[src/rtl/ni_tx_packetizer_pkg.sv]
// Shared definitions for the NI transmit packetizer: flit width, FSM encoding, head-flit layout.
// The CHK state exists only when NI_TX_CHECK_EN is defined.
package ni_tx_packetizer_pkg;

    localparam int FLIT_W = 4;

    typedef logic [FLIT_W-1:0] flit_t;

`ifdef NI_TX_CHECK_EN
    typedef enum logic [1:0] {
        ST_IDLE = 2'd0,
        ST_HEAD = 2'd1,
        ST_BODY = 2'd2,
        ST_CHK  = 2'd3
    } tx_state_t;
`else
    typedef enum logic [1:0] {
        ST_IDLE = 2'd0,
        ST_HEAD = 2'd1,
        ST_BODY = 2'd2
    } tx_state_t;
`endif

    // The head flit carries only the destination router address.
    typedef struct packed {
        logic [FLIT_W-1:0] dest;
    } head_flit_t;

endpackage

[src/rtl/ni_tx_packetizer_if.sv]
// PE message handshake plus router local-port write/full handshake.
// slave = packetizer side, master = PE/router side.
interface ni_tx_packetizer_if
    import ni_tx_packetizer_pkg::*;
#(
    parameter int PAYLOAD_FLITS = 4
);
    logic                            msg_valid;
    logic                            msg_ready;
    logic [FLIT_W-1:0]               msg_dest;
    logic [FLIT_W*PAYLOAD_FLITS-1:0] msg_payload;
    logic [FLIT_W-1:0]               local_in;
    logic                            write_local;
    logic                            local_full;

    modport master (
        output msg_valid, msg_dest, msg_payload, local_full,
        input  msg_ready, local_in, write_local
    );

    modport slave (
        input  msg_valid, msg_dest, msg_payload, local_full,
        output msg_ready, local_in, write_local
    );

endinterface

[src/rtl/ni_tx_flit_mux.sv]
// Selects the outgoing flit from FSM state, payload index and captured message.
// With NI_TX_CHECK_EN the XOR check flit is also generated here.
module ni_tx_flit_mux
    import ni_tx_packetizer_pkg::*;
#(
    parameter int PAYLOAD_FLITS = 4,
    parameter int IDX_W         = 2
) (
    input  tx_state_t                       state,
    input  logic [IDX_W-1:0]                idx,
    input  head_flit_t                      head,
    input  logic [FLIT_W*PAYLOAD_FLITS-1:0] payload,
    output flit_t                           flit
);

    flit_t body_flit;

    always_comb begin
        body_flit = '0;
        for (int i = 0; i < PAYLOAD_FLITS; i++) begin
            if (idx == IDX_W'(i)) begin
                body_flit = payload[i*FLIT_W +: FLIT_W];
            end
        end
    end

`ifdef NI_TX_CHECK_EN
    flit_t chk_flit;

    always_comb begin
        chk_flit = head.dest;
        for (int i = 0; i < PAYLOAD_FLITS; i++) begin
            chk_flit = chk_flit ^ payload[i*FLIT_W +: FLIT_W];
        end
    end
`endif

    // Driven purely from registered state so the router sees a stable flit under backpressure.
    always_comb begin
        flit = '0;
        case (state)
            ST_HEAD: flit = head.dest;
            ST_BODY: flit = body_flit;
`ifdef NI_TX_CHECK_EN
            ST_CHK:  flit = chk_flit;
`endif
            default: flit = '0;
        endcase
    end

endmodule

[src/rtl/ni_tx_packetizer.sv]
// NI transmit stage: captures one PE message, serializes head/payload(/check) flits to the router.
// Optional feature macro: NI_TX_CHECK_EN (appends an XOR check flit to every packet).
module ni_tx_packetizer
    import ni_tx_packetizer_pkg::*;
#(
    parameter int PAYLOAD_FLITS = 4,
    parameter int CNT_W         = 8
) (
    input  logic              clk,
    input  logic              reset,
    ni_tx_packetizer_if.slave tx,
    output logic              busy,
    output logic [CNT_W-1:0]  sent_count
);

    localparam int IDX_W = (PAYLOAD_FLITS > 1) ? $clog2(PAYLOAD_FLITS) : 1;
    localparam logic [IDX_W-1:0] LAST_IDX = IDX_W'(PAYLOAD_FLITS - 1);

    tx_state_t                       state, state_nxt;
    logic [IDX_W-1:0]                idx, idx_nxt;
    head_flit_t                      head_q;
    logic [FLIT_W*PAYLOAD_FLITS-1:0] payload_q;
    logic                            capture;
    logic                            finish;
    logic                            accept;

    assign tx.msg_ready   = (state == ST_IDLE);
    assign busy           = ~tx.msg_ready;
    // Combinational from local_full: the router is expected to register its full flag.
    assign tx.write_local = (state != ST_IDLE) & ~tx.local_full;
    assign accept         = tx.write_local;

    always_ff @(posedge clk) begin
        if (reset) begin
            state      <= ST_IDLE;
            idx        <= '0;
            sent_count <= '0;
            head_q     <= '0;
            payload_q  <= '0;
        end else begin
            state <= state_nxt;
            idx   <= idx_nxt;
            if (finish) begin
                sent_count <= sent_count + CNT_W'(1);
            end
            if (capture) begin
                head_q.dest <= tx.msg_dest;
                payload_q   <= tx.msg_payload;
            end
        end
    end

    always_comb begin
        state_nxt = state;
        idx_nxt   = idx;
        capture   = 1'b0;
        finish    = 1'b0;
        case (state)
            ST_IDLE: begin
                if (tx.msg_valid) begin
                    capture   = 1'b1;
                    idx_nxt   = '0;
                    state_nxt = ST_HEAD;
                end
            end
            ST_HEAD: begin
                if (accept) begin
                    idx_nxt   = '0;
                    state_nxt = ST_BODY;
                end
            end
            ST_BODY: begin
                if (accept) begin
                    if (idx == LAST_IDX) begin
`ifdef NI_TX_CHECK_EN
                        state_nxt = ST_CHK;
`else
                        finish    = 1'b1;
                        state_nxt = ST_IDLE;
`endif
                    end else begin
                        idx_nxt = idx + IDX_W'(1);
                    end
                end
            end
`ifdef NI_TX_CHECK_EN
            ST_CHK: begin
                if (accept) begin
                    finish    = 1'b1;
                    state_nxt = ST_IDLE;
                end
            end
`endif
            default: state_nxt = ST_IDLE;
        endcase
    end

    ni_tx_flit_mux #(
        .PAYLOAD_FLITS (PAYLOAD_FLITS),
        .IDX_W         (IDX_W)
    ) u_flit_mux (
        .state   (state),
        .idx     (idx),
        .head    (head_q),
        .payload (payload_q),
        .flit    (tx.local_in)
    );

endmodule

[src/flat_wrapper.sv]
// flat-port wrapper written by rule: the top's interface ports become plain ports
module ni_tx_packetizer_flat import ni_tx_packetizer_pkg::*;
#(
    parameter int PAYLOAD_FLITS = 4,
    parameter int CNT_W         = 8
)
  (clk, reset, busy, sent_count, tx_msg_valid, tx_msg_dest, tx_msg_payload, tx_local_full, tx_msg_ready, tx_local_in, tx_write_local);
  ni_tx_packetizer_if #(.PAYLOAD_FLITS(PAYLOAD_FLITS)) tx_i ();
  input  logic clk;
  input  logic reset;
  output logic busy;
  output logic [CNT_W-1:0] sent_count;
  input wire logic [$bits(tx_i.msg_valid)-1:0] tx_msg_valid;
  input wire logic [$bits(tx_i.msg_dest)-1:0] tx_msg_dest;
  input wire logic [$bits(tx_i.msg_payload)-1:0] tx_msg_payload;
  input wire logic [$bits(tx_i.local_full)-1:0] tx_local_full;
  output wire logic [$bits(tx_i.msg_ready)-1:0] tx_msg_ready;
  output wire logic [$bits(tx_i.local_in)-1:0] tx_local_in;
  output wire logic [$bits(tx_i.write_local)-1:0] tx_write_local;
  assign tx_i.msg_valid = tx_msg_valid;
  assign tx_i.msg_dest = tx_msg_dest;
  assign tx_i.msg_payload = tx_msg_payload;
  assign tx_i.local_full = tx_local_full;
  assign tx_msg_ready = tx_i.msg_ready;
  assign tx_local_in = tx_i.local_in;
  assign tx_write_local = tx_i.write_local;
  ni_tx_packetizer #(.PAYLOAD_FLITS(PAYLOAD_FLITS), .CNT_W(CNT_W)) u_core (.clk(clk), .reset(reset), .tx(tx_i), .busy(busy), .sent_count(sent_count));
endmodule
[config.mk]
export PLATFORM = sky130hd
export DESIGN_NAME = ni_tx_packetizer_flat
export DESIGN_NICKNAME = d
export VERILOG_FILES = /design/src/rtl/ni_tx_packetizer_pkg.sv /design/src/rtl/ni_tx_packetizer_if.sv /design/src/rtl/ni_tx_flit_mux.sv /design/src/rtl/ni_tx_packetizer.sv /design/src/flat_wrapper.sv
export SDC_FILE = /design/constraint.sdc
export NUM_CORES = 1
export LEC_CHECK = 0
export ABC_AREA = 0
export ABC_CLOCK_PERIOD_IN_PS = 4900
export CORE_UTILIZATION = 54
export CTS_BUF_LIST = sky130_fd_sc_hd__clkbuf_8
export CTS_CLUSTER_DIAMETER = 150
export DETAILED_ROUTE_END_ITERATION = 12
export GPL_TIMING_DRIVEN = 0
export PLACE_DENSITY = 0.87
export SYNTH_ARGS = -nofsm -noshare
export SYNTH_HDL_FRONTEND = slang
export SYNTH_HIERARCHICAL = 1
export SYNTH_SLANG_ARGS = --single-unit
[constraint.sdc]
create_clock -name clk -period 4.9 [get_ports clk]
set_input_delay 0.98 -clock clk [delete_from_list [all_inputs] [get_ports clk]]
set_output_delay 0.98 -clock clk [all_outputs]
set_load 0.1 [all_outputs]
-- After elaboration in Yosys (flattened, before gate mapping)
Cells that the tools add are included.
- add/subtract/negate cells: 2
- eq/ne operators: 10
- multiplexer cells: 20
- bitwise logic cells: 3
- reductions and logical operators: 6
- operators by type and width (operator ; number):
    2-bit two-way mux ; 8
    4-bit two-way mux ; 4
    2-bit one-hot mux with 3 select lines ; 2
    8-bit by 1-bit adder with 8-bit output, second input constant ; 1
    2-bit inequality test, second input constant ; 4
    4-bit one-hot mux with 2 select lines ; 1
    2-bit == test, second input constant ; 3
    1-bit two-way mux ; 5
    5-bit AND reduction ; 1
    2-bit by 1-bit == test with 1-bit output, second input constant ; 2
    2-bit logical NOT ; 2
    4-bit AND reduction ; 1
    3-bit nonzero test ; 1
    2-bit by 1-bit adder with 2-bit output, second input constant ; 1
    2-bit by 1-bit inequality test with 1-bit output, second input constant ; 1
    1-bit inverter ; 2
    2-bit nonzero test ; 1
    1-bit AND ; 1
- flip-flop bits (word level): 32
- output and inout port bits: 15
- logic and storage cells: 46

-- Depth between registers and ports, before layout
- depth after elaboration: 6
- depth in mapped cells: 6

-- Hierarchy
The synthesis kept the hierarchy.
- by module, submodules not included (module ; times used ; cells an instance ; area an instance (µm²) ; sequential area each (µm²)):
    ni_tx_packetizer ; 1 ; 156 ; 1282.5 ; 640.6
    ni_tx_flit_mux ; 1 ; 28 ; 231.5 ; 0.0

-- Worst setup path after synthesis
No wires, ideal clock.
- path kind: flip-flop to output port
- start point: register u_core.state[1]
- end point: output port tx_write_local
- arrival: 2.808 ns
- path slack: 1.112 ns
- cell stages (with the launch flop): 4
- cell sequence: dfxtp_1 > buf_4 > nor2_1 > nor2_1
- word-level cells in the longest chain between the ends: 2
- ends and longest elaborated chain (item ; RTL line ; RTL):
    start, declared ; ni_tx_packetizer.sv:19 ; tx_state_t state, state_nxt;
    start signal, assigned ; ni_tx_packetizer.sv:41 ; state <= state_nxt;
    2-bit nonzero test ; ni_tx_packetizer.sv:30 ; assign tx.write_local = (state != ST_IDLE) & ~tx.local_full;
    1-bit AND ; ni_tx_packetizer.sv:30 ;
    end, declared ; flat_wrapper.sv:19 ; output wire logic [$bits(tx_i.write_local)-1:0] tx_write_local;
Every way passes these cells.

-- Worst setup path in the final report
- start point: register u_core.state[0]
- end point: output port tx_local_in[2]
- word-level cells in the longest chain between the ends: 2
- elaborated cells between the ends (all ways): 3
- classes of those cells: eq/ne: 2; mux: 1
- ends and longest elaborated chain (item ; RTL line ; RTL):
    2-bit == test or 2-bit by 1-bit == test with 1-bit output (tied branches) ; ni_tx_flit_mux.sv:41 ; case (state)
    4-bit one-hot mux with 2 select lines (*) ; ni_tx_flit_mux.sv:41 ;
    end, declared ; flat_wrapper.sv:18 ; output wire logic [$bits(tx_i.local_in)-1:0] tx_local_in;
Every way passes the cells marked *; elsewhere a longest branch is shown, timed or not.

==> impl_metrics.tcl <==
set metrics [dict create \
    min_path_type "flip-flop to flip-flop" \
    synth_cells 184 \
    crit_path_cell_trace "inv_1 > ha_1 > nor3b_1 > a22oi_1 > nand2_1 > clkdlybuf4s50_1" \
    synth_xor_xnor_area_share 0.02893 \
    drt_iter0_drc 19 \
    top_level_ports 39 \
    ys.flop_type "dfxtp_1" \
    antenna_cells 0 \
    grt.met2_usage 0.4418 \
    finalWirelength_um 3490 \
    firstDrtPassIters 4 \
    fin_ws_ns 0.8625 \
    dieWidth_um 54.95 \
    grt_usage 0.2574 \
    status "complete, no violations" \
    cts.sinks 32 \
    clk_latency_ns 0.29 \
    avgRoutedWirePerCell_um 13.42 \
    drc_errors 0 \
    peakVddDrop_mv 0.2849 \
    row_count 18 \
    fin_crit_sh 0.8240 \
    place.gp.congestion 0.7769 \
    grtUsageMet1 0.2685 \
    critPathSlowestCell "clkdlybuf4s50_1" \
    drive_above_1_share 0.09565 \
    fmaxAchievable_ghz 0.2477 \
    fin_skew_ns 0.005619 \
    muxShareOfSynthArea 0.06942 \
    p_leak_uw 0.0007953 \
    synth_edf_count 0 \
    vias 1380 \
    cpPeakStageDelay_ns 1.13 \
    use_met3 0.1120 \
    synth_fa_ha_area_frac 0.03306 \
    drv_cap 0 \
    grt_pass1_vias 1292 \
    start_util 0.5897 \
    cts-buffers-inserted 5 \
    setup_viol 0 \
    cts-root-buf "clkbuf_8" \
    ctsResizeCount 0 \
    syn_area_per_cell_um2 8.228 \
    crit_type "flip-flop to output port" \
    synth-seq-area-share 0.4231 \
    clk_pin_slew_ns 0.06 \
    crit_required_ns 3.92 \
    fill_cells 192 \
    critPathCaptureType "output port" \
    port_buffers 38 \
    grt_setup_unrepaired "no" \
    cts_hold_buf 0 \
    syn_nets 212 \
    core_area_um2 2567 \
    multi_input_area_um2 794.5 \
    cts_buffer_depth 2 \
    start_kind "flip-flop" \
    grt_pass1_wl_um 5264 \
    slew_headroom 0.3443 \
    p_per_area_nw_per_um2 290.2 \
    pre_cts_ws_ns 1.160 \
    hold_viol_final 0 \
    setup_tns_ns 0 \
    grt-ovfl-total 0 \
    post_cts_buffers 0 \
    synth-warning-count 6 \
    mappedNetlistArea_um2 1514 \
    grt_max_degree 12 \
    area_growth_pct 33.55 \
    antenna_found_initial 0 \
    synth_top_family_by_area "simple AND/OR/NAND/NOR gates" \
    worst_pin_slew_ns 0.9805 \
    async_flop_share 0 \
    avgViaCountPerCell 5.308 \
    ys_seq_elements 32 \
    top_usage_layer "met2" \
    cts_tree "built" \
    synth_compound_gate_area_share 0.1256 \
    synthSimpleGateAreaFrac 0.2678 \
    htree_levels 2 \
    cp_max_fo 11 \
    finalNetCount 257 \
    synth_cell_types 32 \
    drtAntennaViolNets 0 \
    die_area_um2 3020 \
    slew_violations 0 \
    die_h_um 54.95 \
    regArea_um2 640.6 \
    period_needed_ns 4.037 \
    hpwl_um 2506 \
    cp.arrival_ns 3.06 \
]
## per-layer routing
metal | part of all wire | vias to the layer above | routed length, um
met1 | 0.42 | 625 | 1480
met2 | 0.49 | 46 | 1710
li1 | - | 703 | -
met4 | 0.013 | 0 | 45
met3 | 0.072 | 6 | 253
met5 | 0 | - | 0
## cell usage in the layout, fill, tap and decap left out, drive strengths merged
cell            n
nor3b           1
and4bb          1
nor3            2
ha              4
inv             6
or3             2
nand4bb         1
nor4            1
mux2            8
buf             5
nor4b           1
o21ai           2
dfxtp          32
and2            1
nor2b           1
nand3           5
xor2            1
or2b            1
nand2b          2
a21oi          27
a22oi           4
a21o            1
clkbuf         11
nor2            9
clkdlybuf4s50  38
nand2          56
a211oi          1
and3b           1
or4b            1
xnor2           4
## cell type report
class	instances	share of cell area
Clock buffer	6	0.04084
Timing Repair Buffer	38	0.1881
Multi-Input combinational cell	138	0.3929
Sequential cell	32	0.3168
Inverter	4	0.007426
Tap cell	30	0.01856
Buffer	10	0.03156
Clock inverter	2	0.003713
## power by group
group	total, uW	internal, uW	leakage (uW)	switching, uW
combinational	102	43.3	0.000480	58.6
clock	204	110	0.0000538	93.9
sequential	281	273	0.000261	8.15
## critical path: cells and delay by family (launching register included)
| family | cells | cell delay [ns] |
|---|---|---|
| AO/OA/AOI/OAI | 1 | 0.13 |
| adder cells (fa/ha/maj) | 1 | 0.34 |
| buffers and inverters | 2 | 1.22 |
| flip-flops | 1 | 0.49 |
| AND/OR/NAND/NOR | 2 | 0.58 |
## registers in the layout (all words and copies together) (netlist names)
register	cells
u_core/sent_count	8
u_core/idx	2
u_core/state	2
u_core/payload_q	16
u_core/head_q	4
## per-stage QoR
stage	utilization	hold WS [ns]	instance area (um2)	power, uW	std cells
floorplan	-	0.4322	1514	349.8	184
global placement	0.7524	0.4400	1932	382.8	252
detailed placement	0.7524	0.4489	1932	386.6	252
CTS	0.7875	0.4582	2022	588.6	260
global route	0.7875	0.4723	2022	610.5	260
finish	0.7875	0.4608	2022	586.8	260
## cells in the mapped netlist (all sizes together) (4+ instances only)
library cell / n / share of area
clkbuf: 5 / 0.012
ha: 4 / 0.033
nand3: 5 / 0.017
a21oi: 27 / 0.089
xnor2: 4 / 0.023
dfxtp: 32 / 0.42
inv: 4 / 0.0099
nor2: 9 / 0.022
nand2: 56 / 0.14
mux2: 8 / 0.069
a22oi: 4 / 0.020
buf: 5 / 0.030
## cells by family after synthesis
group,after synthesis
AOI/OAI and AO/OA,35
and+or+nand+nor,86
buffers and inverters,14
xor gates and xnor gates,5
DFF,32
muxes,8
adders and majority gates,4
## final timing paths
kind | from | end | slack [ns] | depth (start not counted)
hold reg to reg | u_core/payload_q[10] | u_core/payload_q[10] | 0.46 | 2
setup / recovery | u_core/state[0] | tx_local_in[2] | 0.86 | 6
setup reg to reg | u_core/idx[0] | u_core/idx[0] | 3.34 | 4
hold / removal | u_core/payload_q[10] | u_core/payload_q[10] | 0.46 | 2
Power figures use the tool's default switching activity.
